**config.mk**
```make
export PLATFORM = sky130hd
export DESIGN_NAME = keypad_entry_flat
export DESIGN_NICKNAME = d
export VERILOG_FILES = /design/src/rtl/keypad_entry_if.sv /design/src/rtl/keypad_entry.sv /design/src/flat_wrapper.sv
export SDC_FILE = /design/constraint.sdc
export NUM_CORES = 1
export LEC_CHECK = 0
export CAP_MARGIN = 0
export CORE_MARGIN = 3
export CORE_UTILIZATION = 51
export DETAILED_ROUTE_END_ITERATION = 12
export PLACE_DENSITY_LB_ADDON = 0.05
export SLEW_MARGIN = 20
export SYNTH_ARGS = -nofsm -noshare
export SYNTH_HDL_FRONTEND = slang
export SYNTH_SLANG_ARGS = --single-unit
```
**constraint.sdc**
```tcl
create_clock -name clk -period 5.9 [get_ports clk]
set_input_delay 0.885 -clock clk [delete_from_list [all_inputs] [get_ports clk]]
set_output_delay 0.885 -clock clk [all_outputs]
set_load 0.05 [all_outputs]
```
**src/rtl/keypad_entry_if.sv**
```systemverilog
// Keypad front-end bundle: raw key pulses and selects in, assembled entry and strobes out.
// The master side drives keys; the slave side (keypad_entry) produces the entry word.
interface keypad_entry_if;
  logic        key_valid;
  logic [3:0]  key_code;
  logic        key_enter;
  logic        key_clear;
  logic        mode_sel;
  logic [1:0]  user_sel;
  logic [11:0] InputPassword;
  logic        Enter;
  logic        SET_MODE;
  logic [1:0]  User;
  logic [1:0]  DigitCount;
  logic        EntryError;
  logic        Timeout;

  modport master (
    output key_valid, key_code, key_enter, key_clear, mode_sel, user_sel,
    input  InputPassword, Enter, SET_MODE, User, DigitCount, EntryError, Timeout
  );

  modport slave (
    input  key_valid, key_code, key_enter, key_clear, mode_sel, user_sel,
    output InputPassword, Enter, SET_MODE, User, DigitCount, EntryError, Timeout
  );
endinterface

```
**src/rtl/keypad_entry.sv**
```systemverilog
// Collects three hex keypresses into a 12-bit password and issues a one-cycle Enter strobe.
// Short entries are rejected, clear discards, and stale partial entries time out.
module keypad_entry #(
  parameter int TIMEOUT_CYCLES = 1000,
  parameter int TIMER_W        = 10
) (
  input  logic           clk,
  input  logic           reset,
  keypad_entry_if.slave  kp,
  output logic [1:0]     state_dbg
);

  // Handshake: key_valid/key_enter/key_clear are one-cycle pulses with no ready;
  // each is consumed (or dropped) in the cycle it is high, clear > enter > valid.
  typedef enum logic [1:0] {IDLE = 2'd0, COLLECT = 2'd1, FULL = 2'd2, SUBMIT = 2'd3} state_t;

  state_t              state, state_nxt;
  logic [TIMER_W-1:0]  idle_cnt;
  logic [11:0]         pw;
  logic [1:0]          digit_cnt;
  logic                set_mode_q;
  logic [1:0]          user_q;
  logic                err_q, to_q;
  logic                key_evt, timeout_hit, in_entry;
  logic                do_accept, do_clear, do_error, do_timeout, enter_o;

  assign key_evt     = kp.key_valid | kp.key_enter | kp.key_clear;
  assign in_entry    = (state == COLLECT) || (state == FULL);
  assign timeout_hit = in_entry && !key_evt && (idle_cnt == TIMER_W'(TIMEOUT_CYCLES - 1));

  always_ff @(posedge clk) begin
    if (reset) state <= IDLE;
    else       state <= state_nxt;
  end

  always_comb begin
    state_nxt = state;
    case (state)
      IDLE, COLLECT: begin
        if (kp.key_clear || kp.key_enter) state_nxt = IDLE;
        else if (kp.key_valid)            state_nxt = (digit_cnt == 2'd2) ? FULL : COLLECT;
        else if (timeout_hit)             state_nxt = IDLE;
      end
      FULL: begin
        if (kp.key_clear)      state_nxt = IDLE;
        else if (kp.key_enter) state_nxt = SUBMIT;
        else if (timeout_hit)  state_nxt = IDLE;
      end
      SUBMIT:  state_nxt = IDLE;
      default: state_nxt = IDLE;
    endcase
  end

  always_comb begin
    do_accept  = 1'b0;
    do_clear   = 1'b0;
    do_error   = 1'b0;
    do_timeout = 1'b0;
    enter_o    = 1'b0;
    case (state)
      IDLE, COLLECT: begin
        do_clear   = kp.key_clear | kp.key_enter | timeout_hit;
        do_error   = !kp.key_clear && kp.key_enter;
        do_accept  = !kp.key_clear && !kp.key_enter && kp.key_valid;
        do_timeout = timeout_hit;
      end
      FULL: begin
        do_clear   = kp.key_clear | timeout_hit;
        do_error   = !kp.key_clear && !kp.key_enter && kp.key_valid;
        do_timeout = timeout_hit;
      end
      SUBMIT: begin
        // Buffer and count drop on the edge back to IDLE; mode/user are retained.
        do_clear = 1'b1;
        enter_o  = 1'b1;
      end
      default: ;
    endcase
  end

  always_ff @(posedge clk) begin
    if (reset) begin
      pw         <= '0;
      digit_cnt  <= '0;
      set_mode_q <= 1'b0;
      user_q     <= '0;
      err_q      <= 1'b0;
      to_q       <= 1'b0;
      idle_cnt   <= '0;
    end else begin
      err_q <= do_error;
      to_q  <= do_timeout;
      if (do_clear) begin
        pw        <= '0;
        digit_cnt <= '0;
      end else if (do_accept) begin
        pw        <= {pw[7:0], kp.key_code};
        digit_cnt <= digit_cnt + 2'd1;
        if (state == IDLE) begin
          set_mode_q <= kp.mode_sel;
          user_q     <= kp.user_sel;
        end
      end
      // Any key pulse, even an ignored one, proves the user is still present.
      if (in_entry && !key_evt && !timeout_hit) idle_cnt <= idle_cnt + 1'b1;
      else                                      idle_cnt <= '0;
    end
  end

  assign kp.InputPassword = pw;
  assign kp.Enter         = enter_o;
  assign kp.SET_MODE      = set_mode_q;
  assign kp.User          = user_q;
  assign kp.DigitCount    = digit_cnt;
  assign kp.EntryError    = err_q;
  assign kp.Timeout       = to_q;
  assign state_dbg        = state;

endmodule

```
**src/flat_wrapper.sv**
```systemverilog
// flat-port wrapper written by rule: the top's interface ports become plain ports
module keypad_entry_flat 
#(
  parameter int TIMEOUT_CYCLES = 1000,
  parameter int TIMER_W        = 10
)
  (clk, reset, state_dbg, kp_key_valid, kp_key_code, kp_key_enter, kp_key_clear, kp_mode_sel, kp_user_sel, kp_InputPassword, kp_Enter, kp_SET_MODE, kp_User, kp_DigitCount, kp_EntryError, kp_Timeout);
  keypad_entry_if kp_i ();
  input  logic clk;
  input  logic reset;
  output logic [1:0] state_dbg;
  input wire logic [$bits(kp_i.key_valid)-1:0] kp_key_valid;
  input wire logic [$bits(kp_i.key_code)-1:0] kp_key_code;
  input wire logic [$bits(kp_i.key_enter)-1:0] kp_key_enter;
  input wire logic [$bits(kp_i.key_clear)-1:0] kp_key_clear;
  input wire logic [$bits(kp_i.mode_sel)-1:0] kp_mode_sel;
  input wire logic [$bits(kp_i.user_sel)-1:0] kp_user_sel;
  output wire logic [$bits(kp_i.InputPassword)-1:0] kp_InputPassword;
  output wire logic [$bits(kp_i.Enter)-1:0] kp_Enter;
  output wire logic [$bits(kp_i.SET_MODE)-1:0] kp_SET_MODE;
  output wire logic [$bits(kp_i.User)-1:0] kp_User;
  output wire logic [$bits(kp_i.DigitCount)-1:0] kp_DigitCount;
  output wire logic [$bits(kp_i.EntryError)-1:0] kp_EntryError;
  output wire logic [$bits(kp_i.Timeout)-1:0] kp_Timeout;
  assign kp_i.key_valid = kp_key_valid;
  assign kp_i.key_code = kp_key_code;
  assign kp_i.key_enter = kp_key_enter;
  assign kp_i.key_clear = kp_key_clear;
  assign kp_i.mode_sel = kp_mode_sel;
  assign kp_i.user_sel = kp_user_sel;
  assign kp_InputPassword = kp_i.InputPassword;
  assign kp_Enter = kp_i.Enter;
  assign kp_SET_MODE = kp_i.SET_MODE;
  assign kp_User = kp_i.User;
  assign kp_DigitCount = kp_i.DigitCount;
  assign kp_EntryError = kp_i.EntryError;
  assign kp_Timeout = kp_i.Timeout;
  keypad_entry #(.TIMEOUT_CYCLES(TIMEOUT_CYCLES), .TIMER_W(TIMER_W)) u_core (.clk(clk), .reset(reset), .kp(kp_i), .state_dbg(state_dbg));
endmodule
```
Word-level counts from Yosys, hierarchy flattened

Index checks and enable logic that the tools add are counted.

Bits in registers: 31
Input bits: 12
Output and inout port bits: 22

$add $sub $neg: 2
Equal/unequal tests: 5
Muxes and demuxes: 11
Bitwise gates (word level): 8
Reduce and logical (&&, ||, !) cells: 19

Operators by type and width:

| cell                  | count |
|---|---|
| $mux 2                | 6 |
| $add 10x1->10 const B | 1 |
| $eq 10x10->1 const B  | 1 |
| $reduce_or 2->1       | 4 |
| $eq 2x2->1 const B    | 3 |
| $logic_and 1x1->1     | 6 |
| $pmux 2 s3            | 1 |
| $or 1x1->1            | 5 |
| $logic_not 1->1       | 4 |
| $not 1->1             | 3 |
| $pmux 1 s3            | 1 |
| $reduce_and 3->1      | 1 |
| $reduce_or 3->1       | 1 |
| $add 2x1->2 const B   | 1 |
| $eq 2x1->1 const B    | 1 |
| $logic_not 2->1       | 1 |
| $logic_or 1x1->1      | 2 |
| $mux 1                | 2 |
| $pmux 1 s2            | 1 |

Depth between registers and ports, before layout

Gate-level depths: netlist (run 1).

Depth after elaboration: 9
Gate-level depth with buffers: 7

Worst setup path after synthesis (run 1)

OpenSTA, ideal clock, no wires.

Path kind: register -> register
Start: reg u_core.state[0], in the netlist u_core.state_dbg[0]
End: reg u_core.state[1], in the netlist u_core.state_dbg[1]
Library setup time: 0.122 ns
Data arrival time: 2.120 ns
Required time: 5.778 ns
Setup slack: 3.658 ns
Stages on the path, launching flop included: 7
Path buffers: 0
Path through: dfxtp_1 inv_1 ha_1 or4b_4 nor4_4 nor4_1 a221o_1

Cells in the longest elaborated chain, start to end: 8
Elaborated cells on any way between the ends: 14
Those cells by class: eq/ne: 3; mux: 6; reduce/logical: 5

RTL lines:

| element                                  | RTL line                               | RTL |
|---|---|---|
| start: declaration                       | keypad_entry.sv:17                     | `state_t state, state_nxt;` |
| start signal: assignment                 | keypad_entry.sv:33                     | `else state <= state_nxt;` |
| $eq 2x1->1 or $eq 2x2->1 (tied branches) | keypad_entry.sv:28, keypad_entry.sv:38 |  |
| $logic_or 1x1->1                         | keypad_entry.sv:28                     | `assign in_entry = (state == COLLECT) \|\| (state == FULL);` |
| $logic_and 1x1->1 (2 in a row)           | keypad_entry.sv:29                     | `assign timeout_hit = in_entry && !key_evt && (idle_cnt == TIMER_W'(TIMEOUT_CYCLES - 1));` |
| $mux 2                                   | --                                     |  |
| $mux 2 (on tied branches) (2 in a row)   | --                                     |  |
| $pmux 2 s3 (*)                           | keypad_entry.sv:38                     | `case (state)` |

Mark *: on every way between the ends. The rest lies on a longest branch, timed or not.
A chain may end at the register's enable or synchronous reset.

Final worst setup path (run 1)

Start: reg u_core.state[1], in the netlist u_core.state_dbg[1]
End: out kp_Enter

Cells in the longest elaborated chain, start to end: 2

RTL lines:

| element          | RTL line           | RTL |
|---|---|---|
| $eq 2x2->1       | keypad_entry.sv:60 | `case (state)` |
| $mux 1           | keypad_entry.sv:60 |  |
| end: declaration | flat_wrapper.sv:19 | `output wire logic [$bits(kp_i.Enter)-1:0] kp_Enter;` |

No other way between the ends.

==> results by group, run 1 <==
Clock tree
  • CTS clk-pin slew, worst paths: 100 ps
  • Post-cts resize count: 0
  • Clock latency of the later-clocked register in the worst-skew pair: 320 ps
  • Buffer depth of the longest clock path: 2
  • CTS sink count: 31
  • Post-CTS Hold Fix Bufs: 0
  • Setup bufs post-CTS: 0
  • H-tree levels: 2
  • TritonCTS buffer count: 5
  • CTS tree: yes
  • Master cell of the clock root buffer: sky130_fd_sc_hd__clkbuf_4

Cells and area
  • Number of filler cells placed in the layout: 188
  • Final net count: 205
  • Count of antenna diodes in the layout: 0
  • Finished Layout Cells: 216
  • Final instance area: 1770 um^2
  • Share of layout cells above drive strength 1: 10.1%
  • Synthesis-to-layout area growth: 33.0%
  • Util after Layout: 75.5%

Power
  • Part of the total power dissipated in combinational logic: 7.0%
  • Switching component of the power: 89.3 uW
  • Design internal power: 324 uW
  • Portion of total power attributed to sequential cells: 51.2%
  • Power Density: 234 nW/um^2
  • Static power due to leakage: 0.605 nW
  • Clock Power Share: 41.8%
  • Net Sw Frac: 21.6%
  • Worst supply voltage drop on vdd: 0.194 mV

Timing
  • RSZ-0062 raised after global routing: no
  • Max Freq: 0.364 GHz
  • Tightest Pin Transition: 510 ps
  • Final cycle utilization of the critical path: 46.6%
  • Worst setup skew after layout: 10.9 ps
  • Number of failing setup endpoints in the final timing report: 0
  • Final sum of negative setup slack: 0 ps
  • Relative slew slack: 65.9%
  • Min Tclk post-route: 2750 ps
  • Max-slew violation total from the final report: 0
  • Final hold vios: 0
  • Final critical-path setup slack: 3150 ps

Floorplanning
  • Die ar.: 3250 um^2
  • Die outline width: 57.0 um
  • Number of core rows: 17
  • Area of the core: 2340 um^2
  • Effective utilization at floorplan: 56.8%
  • I/O pins: 34
  • Y dimension of the die: 57.0 um

Drt
  • Number of iterations in the first detailed-routing pass: 4
  • Vias per inst: 5.28
  • Total wire length after detailed routing: 2.88 mm
  • Remaining DRCs: 0
  • Total number of vias: 1140
  • DRC violation total after the first TritonRoute iteration: 27
  • Remaining antenna violation count: 0
  • Detailed-route wire length per cell: 13.3 um

Place
  • Routability Congestion: 0.848
  • Post-detailed-placement cell area: 1680 um^2
  • HPWL reported at the end of detailed placement: 2.14 mm
  • Port Buffer Count: 33
  • Cell Count Post-Placement: 208
  • Post-Place Setup Slack: 3110 ps

Logic synthesis
  • Syn nets: 168
  • Post-synthesis cell type count: 32
  • Syn. warnings: 0
  • Synthesized netlist cell count: 150
  • Fraction of the yosys area taken by sequential cells: 46.7%
  • Cell Area, Synth: 1330 um^2
  • Post-synthesis average cell area: 8.86 um^2
  • Register bit count reported by yosys: 31

Status
  • Run status: finished, final reports clean

Critical path
  • Maximum fanout encountered on the critical timing path: 5
  • Startpoint-to-endpoint class of the critical path: reg -> out
  • Worst setup EP type: primary output
  • Required arrival time at the worst endpoint: 5020 ps
  • Type of element launching the critical path: register
  • WP data arrival: 1870 ps
  • FF-to-FF setup slack: 3840 ps

GRT
  • Total global routing track utilization: 20.0%
  • Total gr overflow: 0
  • Largest net degree at the start of global routing: 16
  • Global-route wire length before repair: 5.16 mm
  • Antenna violations before repair: 0
  • Vias in the first global route: 1174

Run
  • Max-cap viol count: 0

Worst hold path
  • Class of the most critical hold timing path: reg -> reg
worst paths after layout:
| check | depth (start not counted) | endpoint | start |
|---|---|---|---|
| max | 2 | kp_Enter | u_core.state_dbg[1]$_SDFF_PP0_ |
| min | 1 | u_core.idle_cnt[0]$_SDFF_PP0_ | u_core.idle_cnt[0]$_SDFF_PP0_ |
| max reg2reg | 6 | u_core.state_dbg[0]$_SDFF_PP0_ | u_core.state_dbg[0]$_SDFF_PP0_ |
| min reg2reg | 1 | u_core.idle_cnt[0]$_SDFF_PP0_ | u_core.idle_cnt[0]$_SDFF_PP0_ |
power groups by stage:
stage	clock, mW	sequential (mW)	combinational [mW]
after global routing	0.186	0.212	0.0312
after floorplan	0	0.222	0.00974
after CTS	0.176	0.212	0.0290
after global placement	0	0.216	0.0283
final	0.173	0.212	0.0289
after detailed placement	0	0.217	0.0290
area by class of cell:
type | count | area [um^2] | area share [%]
Tap cell | 28 | 35.0 | 1.98
Inverter | 5 | 18.8 | 1.06
Multi-Input combinational cell | 110 | 668 | 37.8
Clock inverter | 2 | 35.0 | 1.98
Clock buffer | 6 | 51.3 | 2.90
Timing Repair Buffer | 34 | 338 | 19.1
Sequential cell | 31 | 621 | 35.1
per-layer routing:
| metal | vias up | track usage [%] | routed length [um] | share of wire (%) |
|---|---|---|---|---|
| met2 | 18 | 33.9 | 1440 | 50 |
| met1 | 533 | 23.8 | 1310 | 45 |
| met5 | - | 0 | 0 | 0 |
| met4 | 0 | 8.61 | 48 | 1.7 |
| li1 | 582 | - | - | - |
| met3 | 7 | 5.20 | 88 | 3.1 |
cell usage in the layout (no fill, tap or decap), drive strengths merged, types with 2 or more instances in the layout:
master         instances
a221o                  2
mux2i                  3
a21oi                 13
nor4                   2
inv                    5
nor2                  18
nand4                  2
nand2                 29
or2                    2
dfxtp                 31
nand3                  5
or4b                   2
clkbuf                 6
or3                    3
ha                     6
clkdlybuf4s50         33
xor2                   4
xnor2                  4
nor3                   6
critical path, cell delays in order (launching register included):
cell,delay [ps]
sky130_fd_sc_hd__dfxtp_1,430
sky130_fd_sc_hd__ha_1,270
sky130_fd_sc_hd__clkdlybuf4s50_1,840
synthesized netlist by cell type, drive strengths merged:
| cell | number | area, um^2 |
|---|---|---|
| o21ai | 1 | 5.00 |
| o221a | 1 | 11.3 |
| or3 | 3 | 21.3 |
| a221o | 2 | 20.0 |
| o21a | 1 | 7.51 |
| dfxtp | 31 | 621 |
| nand2 | 29 | 109 |
| inv | 5 | 18.8 |
| nand3 | 5 | 25.0 |
| and4 | 1 | 8.76 |
| a211o | 1 | 10.0 |
| a21oi | 13 | 65.1 |
| mux2i | 3 | 30.0 |
| buf | 3 | 17.5 |
| nor4 | 2 | 27.5 |
| xnor2 | 4 | 35.0 |
| nand2b | 1 | 13.8 |
| nor2 | 18 | 67.6 |
| nand4b | 1 | 8.76 |
| xor2 | 4 | 35.0 |
| ha | 6 | 75.1 |
| a211oi | 1 | 7.51 |
| or2 | 2 | 12.5 |
| clkbuf | 1 | 3.75 |
| nor3 | 6 | 30.0 |
| or4b | 2 | 23.8 |
| nand4 | 2 | 12.5 |
| and3 | 1 | 6.26 |
stage by stage:
| stage | hold WS, ps | total power [mW] |
|---|---|---|
| 3_3_place_gp | 439 | 0.245 |
| 6_report | 468 | 0.413 |
| 5_1_grt | 502 | 0.429 |
| 4_1_cts | 473 | 0.417 |
| 3_5_place_dp | 456 | 0.246 |
| 2_1_floorplan | 426 | 0.232 |
registers in the layout, indices dropped and copies added, names as in the netlist:
register	flops
u_core.kp.EntryError	1
u_core.idle_cnt	10
u_core.state_dbg	2
u_core.kp.SET_MODE	1
u_core.kp.User	2
u_core.kp.Timeout	1
u_core.kp.DigitCount	2
u_core.kp.InputPassword	12
cell families (layout without fill, tap and decap cells):
kind of cell / after synthesis / after routing / synth area share (%)
DFF: 31 / 31 / 46.7
and+or+nand+nor: 73 / 73 / 27.6
AOI/OAI and AO/OA: 20 / 20 / 9.51
muxes: 3 / 3 / 2.26
adders and majority gates: 6 / 6 / 5.65
xor gates and xnor gates: 8 / 8 / 5.27
buffers and inverters: 9 / 47 / 3.01
Power figures use the tool's default switching activity.
==> run 2: changes to the inputs <==
--- a/config.mk
+++ b/config.mk
@@ -7,7 +7,7 @@
 export LEC_CHECK = 0
 export CAP_MARGIN = 0
 export CORE_MARGIN = 3
-export CORE_UTILIZATION = 51
+export CORE_UTILIZATION = 43
 export DETAILED_ROUTE_END_ITERATION = 12
 export PLACE_DENSITY_LB_ADDON = 0.05
 export SLEW_MARGIN = 20
==> constraint.sdc (replaced) <==
create_clock -name clk -period 2.44 [get_ports clk]
set_input_delay 0.366 -clock clk [delete_from_list [all_inputs] [get_ports clk]]
set_output_delay 0.366 -clock clk [all_outputs]
set_load 0.05 [all_outputs]
==> results by group, run 2 (same netlist as run 1, synthesis figures left out) <==
Status
  • Run status: finished, final reports clean

Drt
  • DRC violation total after the first TritonRoute iteration: 56
  • Total wire length after detailed routing: 2.67 mm
  • Vias per inst: 5.16
  • Detailed-route wire length per cell: 12.1 um
  • Remaining DRCs: 0
  • Total number of vias: 1135
  • Number of iterations in the first detailed-routing pass: 4
  • Remaining antenna violation count: 0

Timing
  • Max Freq: 0.438 GHz
  • Final sum of negative setup slack: 0 ps
  • Relative slew slack: 66.1%
  • Number of failing setup endpoints in the final timing report: 0
  • Max-slew violation total from the final report: 0
  • RSZ-0062 raised after global routing: no
  • Hold Slack: 460 ps
  • Tightest Pin Transition: 507 ps
  • Final cycle utilization of the critical path: 93.6%
  • Worst setup skew after layout: 14.2 ps
  • Min Tclk post-route: 2280 ps
  • Final hold vios: 0
  • Final critical-path setup slack: 156 ps

Clock tree
  • Setup bufs post-CTS: 0
  • H-tree levels: 2
  • CTS clk-pin slew, worst paths: 100 ps
  • Buffer depth of the longest clock path: 2
  • Master cell of the clock root buffer: sky130_fd_sc_hd__clkbuf_4
  • Post-CTS Hold Fix Bufs: 0
  • CTS tree: yes
  • Clock latency of the later-clocked register in the worst-skew pair: 330 ps
  • TritonCTS buffer count: 5
  • CTS sink count: 31
  • Post-cts resize count: 0

Run
  • Max-cap viol count: 0

GRT
  • Total global routing track utilization: 16.2%
  • Global-route wire length before repair: 4.56 mm
  • Largest net degree at the start of global routing: 16
  • Total gr overflow: 0
  • Vias in the first global route: 1074
  • Antenna violations before repair: 0

Cells and area
  • Count of antenna diodes in the layout: 0
  • Number of filler cells placed in the layout: 268
  • Synthesis-to-layout area growth: 33.8%
  • Commonest cells after routing, fill and taps aside: sky130_fd_sc_hd__clkdlybuf4s50_1 (33), sky130_fd_sc_hd__dfxtp_1 (31), sky130_fd_sc_hd__nand2_1 (29)
  • Most common library cell in the layout ignoring fill and taps: sky130_fd_sc_hd__clkdlybuf4s50_1
  • Flip-flop count of the largest register, all copies and words added: 12
  • Final net count: 206
  • Share of layout cells above drive strength 1: 10.6%
  • Finished Layout Cells: 220

Power
  • Static power due to leakage: 0.610 nW
  • Power Density: 565 nW/um^2
  • Worst supply voltage drop on vdd: 0.391 mV

Floorplanning
  • Effective utilization at floorplan: 46.6%
  • Area of the core: 2850 um^2
  • Die outline width: 61.6 um
  • I/O pins: 34
  • Y dimension of the die: 61.6 um
  • Number of core rows: 19
  • Die ar.: 3790 um^2

Place
  • HPWL reported at the end of detailed placement: 2.00 mm
  • Post-Place Setup Slack: 223 ps
  • Routability Congestion: 0.788
  • Port Buffer Count: 33
  • Cell Count Post-Placement: 212

Critical path
  • Type of element launching the critical path: register
  • Maximum fanout encountered on the critical timing path: 5
  • Required arrival time at the worst endpoint: 2070 ps
  • WP data arrival: 1920 ps
  • Worst setup EP type: primary output
  • Startpoint-to-endpoint class of the critical path: reg -> out

Worst hold path
  • Class of the most critical hold timing path: reg -> reg
run 2: metal layers:
layer  wire [um]  up-vias  GRT usage, %
met2        1250       21          26.2
met5           0        -             0
li1            -      587             -
met3         115        4          4.61
met1        1260      523          19.9
met4          38        0          7.27
run 2: worst max-delay path: stages (launching register included):
cell                              delay [ps]
sky130_fd_sc_hd__dfxtp_1                 440
sky130_fd_sc_hd__ha_1                    300
sky130_fd_sc_hd__clkdlybuf4s50_1         840
run 2: layout make-up:
class                      count  area (um^2)  area share, %
sequential                    31          621           34.9
clock inverter                 2         35.0           1.97
tap                           31         38.8           2.18
clock buffer                   6         51.3           2.89
inverter                       5         18.8           1.06
multi-input combinational    110          668           37.6
timing repair buffer          35          345           19.4
run 2: path summary, 6_finish.rpt:
check | to | cells after the start | slack (ps) | start
worst max-delay path | kp_Enter | 2 | 160 | u_core.state_dbg[1]$_SDFF_PP0_
worst min-delay path | u_core.kp.InputPassword[11]$_SDFFE_PP0P_ | 2 | 460 | u_core.kp.InputPassword[11]$_SDFFE_PP0P_
worst max register to register | u_core.state_dbg[0]$_SDFF_PP0_ | 6 | 400 | u_core.state_dbg[1]$_SDFF_PP0_
worst min register to register | u_core.kp.InputPassword[11]$_SDFFE_PP0P_ | 2 | 460 | u_core.kp.InputPassword[11]$_SDFFE_PP0P_
run 2: metrics by stage:
| stage | power [mW] | area, um^2 | utilization (%) |
|---|---|---|---|
| after floorplan | 0.560 | 1330 | - |
| after global placement | 0.594 | 1690 | 59.3 |
| after detailed placement | 0.595 | 1690 | 59.3 |
| after CTS | 1.02 | 1780 | 62.3 |
| after global routing | 1.04 | 1780 | 62.3 |
| final | 1.01 | 1780 | 62.3 |
run 2: power by group:
group | leakage, nW | total [mW] | internal, mW | switching (mW)
clock network | 0.0482 | 0.423 | 0.242 | 0.181
logic | 0.311 | 0.0702 | 0.0332 | 0.0370
registers | 0.250 | 0.512 | 0.509 | 0.00250
total | 0.610 | 1.01 | 0.785 | 0.220
==> run 3: changes to the inputs <==
--- a/config.mk
+++ b/config.mk
@@ -14,3 +14,4 @@
 export SYNTH_ARGS = -nofsm -noshare
 export SYNTH_HDL_FRONTEND = slang
 export SYNTH_SLANG_ARGS = --single-unit
+export TNS_END_PERCENT = 30
==> results of run 3 <==
Final layout, timing and power as in run 2 (identical DEF).
==> patch 1: new RTL, config.mk and constraints of run 3 <==
`TIMER_W` is set to 10 in 2 places; all go to 5.
--- a/src/rtl/keypad_entry.sv
+++ b/src/rtl/keypad_entry.sv
@@ -2,7 +2,7 @@
 // Short entries are rejected, clear discards, and stale partial entries time out.
 module keypad_entry #(
   parameter int TIMEOUT_CYCLES = 1000,
-  parameter int TIMER_W        = 10
+  parameter int TIMER_W        = 5
 ) (
   input  logic           clk,
   input  logic           reset,
--- a/src/flat_wrapper.sv
+++ b/src/flat_wrapper.sv
@@ -2,7 +2,7 @@
 module keypad_entry_flat 
 #(
   parameter int TIMEOUT_CYCLES = 1000,
-  parameter int TIMER_W        = 10
+  parameter int TIMER_W        = 5
 )
   (clk, reset, state_dbg, kp_key_valid, kp_key_code, kp_key_enter, kp_key_clear, kp_mode_sel, kp_user_sel, kp_InputPassword, kp_Enter, kp_SET_MODE, kp_User, kp_DigitCount, kp_EntryError, kp_Timeout);
   keypad_entry_if kp_i ();
Behaviour: not the same (a bounded check fails within 10 cycles, from zero or initial values and one cycle with reset high).
==> patch 1 against run 3 <==
Hold slack gained 0.021 ns. Global-route usage barely moved. Sequential cell count fell by 5. Area after synthesis shrank 10%. Setup slack improved by 0.029 ns. Design area is 11% lower. Total power fell by 28%. Wire length is 0.23% higher. Largest cell class unchanged.
==> patch 1: results (changes against run 3) <==
| Group | Quantity | Value | Change |
| --- | --- | --- | --- |
| outcome | Status | complete, no violations |  |
| yosys | Mean Syn Cell Area | 9.08 sq um | +2.5% |
| grt | Pin count of the biggest net entering global routing | 17 | +1 |
| critical path | R2r startpoint | u_core.state_dbg[0]$_SDFF_PP0_ |  |
| yosys | Nets in the synthesized netlist | 149 | -11% |
| timing | Pin slew with the least headroom to its limit | 0.728 ns | +0.221 ns |
| detailed routing | Drt initial violations | 34 | -39% |
| critical path | Cell count of the worst reg-to-reg path | 5 | -1 |
| yosys | Top cells by instance count after synthesis | dfxtp_1, nand3_1, a21oi_1 |  |
| yosys | Sequential fraction of the synthesis area | 43.7% | -3.0 points |
| placed design | Post-Place Setup Slack | 0.282 ns | +0.0592 ns |
| worst hold path | Instance count along the most critical hold path | 2 | unchanged |
| yosys | Unique cell type count in the Yosys netlist | 34 | +6.3% |
| power | Highest ir drop seen on vdd | 273 uV | -30% |
| worst hold path | Kind of path behind the tightest hold check | reg2reg |  |
| finish | Count of placed standard cells in the final layout, fillers left out | 194 | -12% |
| power | Static leakage | 0.535 nW | -12% |
| critical path | Register-to-Register Setup Slack | 0.54 ns | +0.14 ns |
| clocking | CTS clk-pin slew, worst paths | 0.14 ns | +0.04 ns |
| timing | Post-route worst hold slack | 0.481 ns | +0.0212 ns |
| clocking | CTS buffer count | 3 | -2 |
| placed design | Global placement routability congestion | 0.851 | +8.0% |
| timing | Maximum achievable frequency | 444 MHz | +1.3% |
| placed design | Half-perimeter wire length after detailed placement | 1.98 mm | -1.0% |
| timing | Maximum clock skew at final layout | 0.00715 ns | -0.00703 ns |
| detailed routing | Final routed wirelength across all metal layers | 2.67 mm | +0.23% |
| grt | Number of antenna violations at the first check in global routing | 0 | unchanged |
| grt | Global-route wire length before repair | 4.35 mm | -4.7% |
| critical path | Critical Path Fanout Max | 6 | +1 |
| finish | Final layout net count | 183 | -11% |
| critical path | Terminus of the critical flop-to-flop path | u_core.kp.InputPassword[5]$_SDFFE_PP0P_ |  |
| clocking | Clk_lat worst skew | 0.31 ns | -0.02 ns |
| finish | Share of post-route cells with drive strength above 1 | 8.54% | -2.0 points |
| grt | Global routing usage summed across all routing layers | 16.2% | +0.046 points |
| yosys | Ranking of synthesized cells by area | dfxtp_1, nand3_1, a21oi_1, o21ai_0, ha_1 |  |
| grt | Number of global-route vias before repair | 988 | -8.0% |
==> patch 1: changes by cell type in the layout (fill, tap and decap cells not counted), moves of 3 or more <==
| cell | before | now |
|---|---|---|
| mux2i_1 | 3 | 0 |
| a21oi_1 | 13 | 17 |
| xor2_1 | 4 | 1 |
| nor2_1 | 18 | 7 |
| nand2_1 | 29 | 1 |
| o21ai_0 | 1 | 16 |
| dfxtp_1 | 31 | 26 |
| nor3_1 | 6 | 1 |
| nand3_1 | 5 | 18 |
==> patch 1: logic make-up after synthesis <==
logic type               Yosys count  synth area share (%)
AND/OR/NAND/NOR                   44                  22.9
AO/OA/AOI/OAI                     41                  20.0
flip-flops                        26                  43.7
buffers and inverters             11                  4.84
adder cells (fa/ha/maj)            6                  6.31
XOR/XNOR                           3                  2.21
==> patch 1: power breakdown <==
group | internal, W | total [W] | switching [W] | leakage, nW
Combinational | 0.0000339 | 0.0000775 | 0.0000436 | 0.304
Sequential | 0.000428 | 0.000431 | 0.00000219 | 0.210
Clock | 0.0000911 | 0.000216 | 0.000125 | 0.0210
Total | 0.000553 | 0.000724 | 0.000170 | 0.535
==> patch 1: critical path: stages, from the launching register on <==
cell             delay, ns
dfxtp_1               0.41
ha_1                  0.31
clkdlybuf4s50_1       0.85
==> patch 1: cell type report <==
| class | count | area, sq um |
|---|---|---|
| clock buffers | 4 | 36.3 |
| fillers | 237 | 971 |
| inverters | 4 | 15.0 |
| multi-input cells | 94 | 612 |
| flip-flops and latches | 26 | 520 |
| well taps | 30 | 37.5 |
| repair buffers | 36 | 353 |
==> patch 1: per-layer routing <==
layer,global-route usage (%),share of wire (%)
met1,20.6,48
met2,27.6,48
met3,2.85,3.8
met4,5.83,0.52
met5,0,0
==> patch 2: new RTL, settings of run 3 <==
Made on the original files. Register the output `state_dbg` once more, cleared by the reset; this adds one clock of latency there. The other outputs are not delayed to match.
--- a/src/rtl/keypad_entry.sv
+++ b/src/rtl/keypad_entry.sv
@@ -114,7 +114,13 @@
   assign kp.DigitCount    = digit_cnt;
   assign kp.EntryError    = err_q;
   assign kp.Timeout       = to_q;
-  assign state_dbg        = state;
+  always_ff @(posedge clk) begin
+    if (reset) begin
+      state_dbg <= '0;
+    end else begin
+      state_dbg <= state;
+    end
+  end
 
 endmodule
 
Check against the original RTL: not equivalent (Yosys sat finds a counterexample within 4 cycles, from zero or initial values and one cycle with reset high).
==> patch 2 against run 3 <==
Wire length up 2.3%. Count of clock-buffer cells in the layout up 1. Area after synthesis up 6.9%. Setup slack better by 0.019 ns. Sequential cell count up 2. Combinational power up 6.7%. Clock skew down 0.010 ns. Design area up 4.9%. Total power down 8.7%. Die area up 6.2%. Sequential share of layout area up 0.51 points.
==> patch 2: results (changes against run 3) <==
| Group | Quantity | Value | Change |
| --- | --- | --- | --- |
| yosys | Adder-cell share of the synthesized area | 5.29% | -0.36 points |
| detailed routing | Met2 layer wire length in the routed design | 1.28 mm | +2.3% |
| yosys | Top cells by instance count after synthesis | dfxtp_1, nand2_1, nor2_1 |  |
| critical path | Data arrival time of the critical path | 1.90 ns | -0.02 ns |
| yosys | Nets in the synthesized netlist | 174 | +3.6% |
| detailed routing | Vias | 1172 | +3.3% |
| detailed routing | Routed wire length per instance | 11.5 microns | -5.4% |
| yosys | Multiplexer share of the synthesized area | 2.11% | -0.15 points |
| power | NetSw | 0.000205 W | -7.1% |
| critical path | Largest stage delay on the critical path | 0.86 ns | +0.02 ns |
| outcome | Status | complete, no violations |  |
| worst hold path | Endpoint with the worst hold slack | u_core.kp.InputPassword[9]$_SDFFE_PP0P_ |  |
| grt | Number of global-route vias before repair | 1094 | +1.9% |
| detailed routing | Wl on met1 | 1.26 mm | -0.16% |
| yosys | Ranking of synthesized cells by area | dfxtp_1, nand2_1, a21oi_2, ha_1, nor2_1 |  |
| critical path | Register-to-Register Setup Slack | 0.47 ns | +0.07 ns |
| detailed routing | Initial DRT Pass Iterations | 5 | +1 |
| grt | Global routing usage summed across all routing layers | 14.8% | -1.4 points |
| yosys | Unique cell type count in the Yosys netlist | 37 | +16% |
| power | Cell-internal power | 0.000713 W | -9.1% |
| finish | Count of placed standard cells in the final layout, fillers left out | 238 | +8.2% |
| placed design | Placed cell count | 231 | +9.0% |
| finish | Final layout net count | 212 | +2.9% |
| timing | Pin slew with the least headroom to its limit | 0.500 ns | -0.00694 ns |
| critical path | R2r startpoint | u_core.state[0]$_SDFF_PP0_ |  |
| worst hold path | Hold wc startpoint | u_core.kp.InputPassword[9]$_SDFFE_PP0P_ |  |
| finish | Share of post-route cells with drive strength above 1 | 11.9% | +1.3 points |
| power | Clock network power | 0.000299 W | -29% |
| power | Static leakage | 0.629 nW | +3.1% |
| grt | Global-route wire length before repair | 4.75 mm | +4.1% |
| power | Sequential power share | 59.3% | +8.4 points |
| critical path | Cell count of the worst reg-to-reg path | 7 | +1 |
| yosys | Xor and xnor fraction of the mapped netlist area | 4.93% | -0.34 points |
| power | Highest ir drop seen on vdd | 274 uV | -30% |
| critical path | Critical Path Fanout Max | 8 | +3 |
| yosys | Sequential fraction of the synthesis area | 46.5% | -0.18 points |
| critical path | Worst Setup SP | u_core.state[1]$_SDFF_PP0_ |  |
| grt | GR Util met2 | 23.9% | -2.3 points |
| grt | Met3 track utilization from global routing | 6.24% | +1.6 points |
[patch 2: worst register-to-register path, delay by kind of cell, from the launching register on]
family / cells / cell delay [ns]
DFF: 1 / 0.38
AOI/OAI and AO/OA: 1 / 0.13
buffers and inverters: 2 / 0.27
adders and majority gates: 1 / 0.29
and+or+nand+nor: 3 / 0.82
[patch 2: area by class of cell]
| class | instances | area (sq um) |
|---|---|---|
| inverters | 3 | 11.3 |
| repair buffers | 36 | 365 |
| multi-input cells | 115 | 718 |
| fillers | 312 | 1240 |
| well taps | 44 | 55.1 |
| clock buffers | 7 | 55.1 |
| flip-flops and latches | 33 | 661 |
[patch 2: through the flow]
stage	setup WS (ns)	util, %	hold WS (ns)	cell area [sq um]
2_1_floorplan	0.561	-	0.433	1420
3_3_place_gp	0.341	58.3	0.445	1810
3_5_place_dp	0.263	58.3	0.461	1810
4_1_cts	0.146	60.1	0.473	1870
5_1_grt	0.0812	60.1	0.488	1870
6_report	0.176	60.1	0.471	1870
